<file path="config.mk">
export PLATFORM = sky130hd
export DESIGN_NAME = instruction_fetch_unit
export DESIGN_NICKNAME = d
export VERILOG_FILES = /design/src/rtl/instruction_fetch_unit.sv
export SDC_FILE = /design/constraint.sdc
export NUM_CORES = 1
export LEC_CHECK = 0
export CORE_MARGIN = 2
export CORE_UTILIZATION = 50
export DETAILED_ROUTE_END_ITERATION = 10
export GPL_TIMING_DRIVEN = 0
export PLACE_DENSITY_LB_ADDON = 0.2
export SETUP_SLACK_MARGIN = 0.05
export SLEW_MARGIN = 30
export SYNTH_ARGS = -nofsm -noshare
export SYNTH_HDL_FRONTEND = slang
export SYNTH_SLANG_ARGS = --single-unit
</file>
<file path="constraint.sdc">
create_clock -name Clk -period 5.4 [get_ports Clk]
set_input_delay 1.08 -clock Clk [delete_from_list [all_inputs] [get_ports Clk]]
set_output_delay 1.08 -clock Clk [all_outputs]
set_load 0.01 [all_outputs]
</file>
<file path="src/rtl/instruction_fetch_unit.sv">
// rtl/instruction_fetch_unit.sv - PC owner and fetch stage with 2-entry output buffer and credit-based issue
module instruction_fetch_unit #(
    parameter logic [31:0] RESET_PC   = 32'd0,
    parameter logic [31:0] PC_STEP    = 32'd1,
    parameter int          DATA_WIDTH = 32
) (
    input  logic                  Clk,
    input  logic                  Rst_n,
    output logic [31:0]           Address,
    input  logic [DATA_WIDTH-1:0] ReadData,
    input  logic                  Redirect,
    input  logic [31:0]           RedirectPC,
    output logic                  InstrValid,
    input  logic                  InstrReady,
    output logic [DATA_WIDTH-1:0] Instr,
    output logic [31:0]           InstrPC
);

    logic [31:0]           pc_q, pc_d;
    logic [31:0]           req_pc_q, req_pc_d;
    logic                  in_flight_q, in_flight_d;
    logic [1:0]            count_q, count_d;
    logic [DATA_WIDTH-1:0] data0_q, data0_d, data1_q, data1_d;
    logic [31:0]           epc0_q, epc0_d, epc1_q, epc1_d;
    logic                  pop, push, issue;
    logic [2:0]            occupancy;

    always_comb begin
        pop       = (count_q != 2'd0) && InstrReady;
        // Credits: buffered + in-flight entries, minus the one leaving this cycle.
        occupancy = {1'b0, count_q} + {2'b00, in_flight_q} - {2'b00, pop};
        issue     = Rst_n && !Redirect && (occupancy < 3'd2);
        push      = in_flight_q && !Redirect;

        pc_d        = pc_q;
        req_pc_d    = req_pc_q;
        in_flight_d = issue;
        if (Redirect) begin
            pc_d = RedirectPC;
        end else if (issue) begin
            pc_d     = pc_q + PC_STEP;
            req_pc_d = pc_q;
        end

        count_d = count_q;
        data0_d = data0_q;
        epc0_d  = epc0_q;
        data1_d = data1_q;
        epc1_d  = epc1_q;
        if (Redirect) begin
            count_d = 2'd0;
        end else begin
            case ({push, pop})
                2'b10: begin
                    count_d = count_q + 2'd1;
                    if (count_q == 2'd0) begin
                        data0_d = ReadData;
                        epc0_d  = req_pc_q;
                    end else begin
                        data1_d = ReadData;
                        epc1_d  = req_pc_q;
                    end
                end
                2'b01: begin
                    count_d = count_q - 2'd1;
                    if (count_q == 2'd2) begin
                        data0_d = data1_q;
                        epc0_d  = epc1_q;
                    end
                end
                2'b11: begin
                    if (count_q == 2'd1) begin
                        data0_d = ReadData;
                        epc0_d  = req_pc_q;
                    end else begin
                        data0_d = data1_q;
                        epc0_d  = epc1_q;
                        data1_d = ReadData;
                        epc1_d  = req_pc_q;
                    end
                end
                default: ;
            endcase
        end
    end

    always_ff @(posedge Clk) begin
        if (!Rst_n) begin
            pc_q        <= RESET_PC;
            req_pc_q    <= 32'd0;
            in_flight_q <= 1'b0;
            count_q     <= 2'd0;
            data0_q     <= '0;
            epc0_q      <= 32'd0;
            data1_q     <= '0;
            epc1_q      <= 32'd0;
        end else begin
            pc_q        <= pc_d;
            req_pc_q    <= req_pc_d;
            in_flight_q <= in_flight_d;
            count_q     <= count_d;
            data0_q     <= data0_d;
            epc0_q      <= epc0_d;
            data1_q     <= data1_d;
            epc1_q      <= epc1_d;
        end
    end

    assign Address    = pc_q;
    assign InstrValid = (count_q != 2'd0);
    assign Instr      = data0_q;
    assign InstrPC    = epc0_q;

    no_overflow_a: assert property (@(posedge Clk) disable iff (!Rst_n)
        !(push && !pop && count_q == 2'd2));

endmodule

</file>
==> flow_metrics.py <==
metrics = {
    "status": {
        "status": "finished, final reports clean",
    },
    "finish": {
        "final_layout_size_suffix_gt1_frac": 0.0438,
        "syn_to_final_growth_pct": 30.6,
        "final_nets": 1253,
        "fin_cells": 1402,
        "fillers": 1389,
        "antenna_cells": 0,
    },
    "synthesis": {
        "yosysSeqAreaShare": 0.485,
        "yosys_register_bits": 195,
        "yosysWarnings": 0,
        "synth_top_area_frac": 0.485,
        "syn-instance-count": 992,
        "netlist_area_mm2": 0.00805,
        "synth_flop_cell": "dfxtp_1",
        "yosys-top-cells-area": "dfxtp_1 48%, nand2_1 10%, a21oi_1 7.4%",
        "syn-num-nets": 1070,
        "ys_types": 52,
        "syn_avg_cell_area_um2": 8.12,
        "async_flop_share": 0,
        "synth.largest_area_cell": "dfxtp_1",
        "synth_edf_count": 0,
    },
    "sta": {
        "period_minus_slack_ps": 4170,
        "setup_viol": 0,
        "max_slew_margin": 0.400,
        "fin_skew_ps": 6.90,
        "rsz0062_at_grt": "false",
        "worstMarginPinSlew_ps": 896,
        "fmax_mhz": 240,
        "setup_tns_ps": 0,
        "final.period_utilization": 0.772,
        "report.final.slew_viol_count": 0,
        "hold_viol": 0,
    },
    "clocking": {
        "max-clock-path-buffers": 2,
        "post_cts_buffers": 0,
        "tritoncts": "built",
        "cts-root-buf": "clkbuf_16",
        "clock-sinks": 195,
        "numCtsBuffers": 17,
        "hold_buffers": 0,
        "ctsResizeCount": 0,
        "clock_latency_ps": 430,
        "clkTransAtPathRegs_ps": 60,
        "htreeDepth": 4,
    },
    "route": {
        "num_vias": 7851,
        "drt-initial-drc-count": 470,
        "wire_per_inst_um": 16.0,
        "antenna_left": 0,
        "routed_wl_um": 22400,
        "dr.pass1.iters": 5,
        "drc": 0,
        "via_per_inst": 5.60,
    },
    "worst_setup_path": {
        "worst_ep_required_time_ps": 5700,
        "critPathArrivalTime_ps": 4470,
        "setup.worst_path.class": "in -> reg",
        "critPathLaunchType": "input pin",
        "end_kind": "register",
        "critPathMaxFanout": 10,
    },
    "die": {
        "initial_core_util": 0.509,
        "fp-row-count": 46,
        "core_mm2": 0.0158,
        "die_h_um": 131,
        "die_area_mm2": 0.0171,
        "ios": 165,
        "die_x_um": 131,
    },
    "worst_hold_path": {
        "hp-class": "reg -> reg",
    },
    "placed_design": {
        "dp_hpwl_um": 16200,
        "port_buffers": 163,
        "gp_congestion": 0.864,
        "dp.cells": 1371,
    },
    "power_and_ir_drop": {
        "switchingPower_mw": 0.817,
        "p_leak_nw": 3.57,
        "seqPwrFrac": 0.486,
        "power-per-cell-area_mw_per_mm2": 305,
        "cell_internal_pwr_mw": 2.40,
        "sw_frac_of_total": 0.254,
        "pwr-share-comb": 0.136,
        "clockPowerShare": 0.378,
        "irDropWorstVdd_mv": 0.267,
    },
    "global_route": {
        "grt_max_degree": 17,
        "grt_pass1_vias": 7414,
        "overflow": 0,
        "antenna_found_initial": 0,
        "grt_pass1_wl_um": 35800,
        "track_usage": 0.263,
    },
    "run": {
        "maxCapViolations": 0,
    },
}
==> cells in the mapped netlist, types with 5 or more instances <==
cell and count:
xor2_1 5, a221oi_1 65, inv_1 13, and3_1 8, nor3_1 72, buf_1 8
buf_2 11, o21ai_0 16, dfxtp_1 195, a22oi_1 6, nand3_1 15, nand2_1 220
clkbuf_1 60, ha_1 9, a31oi_1 7, nor2_1 87, a21oi_1 119, nand4_1 12
==> power by group through the flow <==
stage / Clock (mW) / Combinational, mW / Sequential [mW]
2_1_floorplan: 0 / 0.198 / 1.60
3_3_place_gp: 0 / 0.427 / 1.59
3_5_place_dp: 0 / 0.433 / 1.59
4_1_cts: 1.22 / 0.436 / 1.56
5_1_grt: 1.28 / 0.477 / 1.57
6_report: 1.21 / 0.437 / 1.56
==> critical path: stages <==
cell	delay (ps)
clkdlybuf4s50_1	490
inv_1	260
clkbuf_1	430
nand2_1	190
ha_1	280
nor2b_1	180
or4_1	470
clkbuf_1	300
clkbuf_1	310
a221oi_1	400
nor3_1	80
==> metrics by stage <==
step	setup WS [ps]	area (um2)	hold slack, ps	utilization	power (mW)
3_3_place_gp	860	9950	441	0.629	2.02
5_1_grt	1060	10500	470	0.665	3.33
2_1_floorplan	2090	8050	436	-	1.80
3_5_place_dp	825	9950	446	0.629	2.03
4_1_cts	1270	10500	455	0.664	3.22
6_report	1230	10500	455	0.665	3.21
==> layer usage <==
layer	track usage	wire (um)
met5	0	0
met4	0.110	595
met3	0.0399	1480
met2	0.414	10100
met1	0.364	10200
==> state kept, by name, indices dropped and copies added, names as in the netlist <==
register,count
data1_q,32
req_pc_q,32
Address,32
InstrPC,32
in_flight_q,1
Instr,32
epc1_q,32
count_q,2
==> cell families after synthesis <==
logic type               after synthesis  share of synthesized area
AO/OA/AOI/OAI                        242                      0.196
XOR/XNOR                               9                    0.00979
adder cells (fa/ha/maj)               10                     0.0165
buffers and inverters                 93                     0.0452
flip-flops                           195                      0.485
multiplexers                           5                    0.00653
AND/OR/NAND/NOR                      438                      0.241
==> cell usage in the layout, fill, tap and decap left out, types with 3 or more instances in the layout <==
cell	count
nand2_1	220
dfxtp_1	195
clkdlybuf4s50_1	163
a21oi_1	119
nor2_1	87
nor3_1	72
a221oi_1	65
clkbuf_1	62
clkbuf_16	17
o21ai_0	16
nand3_1	15
inv_1	13
nand4_1	12
buf_2	11
ha_1	9
buf_1	8
and3_1	8
a31oi_1	7
a22oi_1	6
xor2_1	5
xnor2_1	4
o211ai_1	4
a2bb2oi_1	4
a32oi_1	4
clkinv_2	4
nor4_4	3
nand3_2	3
mux2i_1	3
a221o_1	3
o22ai_1	3
o21a_1	3
nor4_1	3
clkinvlp_4	3
==> final cells by class <==
| class | count | area (um2) | share of cell area |
|---|---|---|---|
| flip-flops and latches | 195 | 3900 | 0.371 |
| multi-input cells | 704 | 3780 | 0.360 |
| repair buffers | 164 | 1640 | 0.156 |
| clock buffers | 20 | 447 | 0.0425 |
| plain buffers | 80 | 315 | 0.0300 |
| well taps | 216 | 270 | 0.0257 |
| clock inverters | 10 | 111 | 0.0106 |
| inverters | 13 | 48.8 | 0.00464 |
==> path summary, 6_finish.rpt <==
| kind | start | depth (start not counted) | end | slack [ps] |
|---|---|---|---|---|
| hold / removal | data1_q[29]$_SDFFE_PN0P_ | 2 | data1_q[29]$_SDFFE_PN0P_ | 450 |
| setup reg to reg | count_q[1]$_SDFFE_PP0P_ | 14 | Address[25]$_SDFFE_PN0P_ | 1530 |
| setup / recovery | Redirect | 11 | InstrPC[31]$_SDFFE_PN0P_ | 1230 |
| hold reg to reg | data1_q[29]$_SDFFE_PN0P_ | 2 | data1_q[29]$_SDFFE_PN0P_ | 450 |
Note: power is estimated with default switching activity, not from simulation.
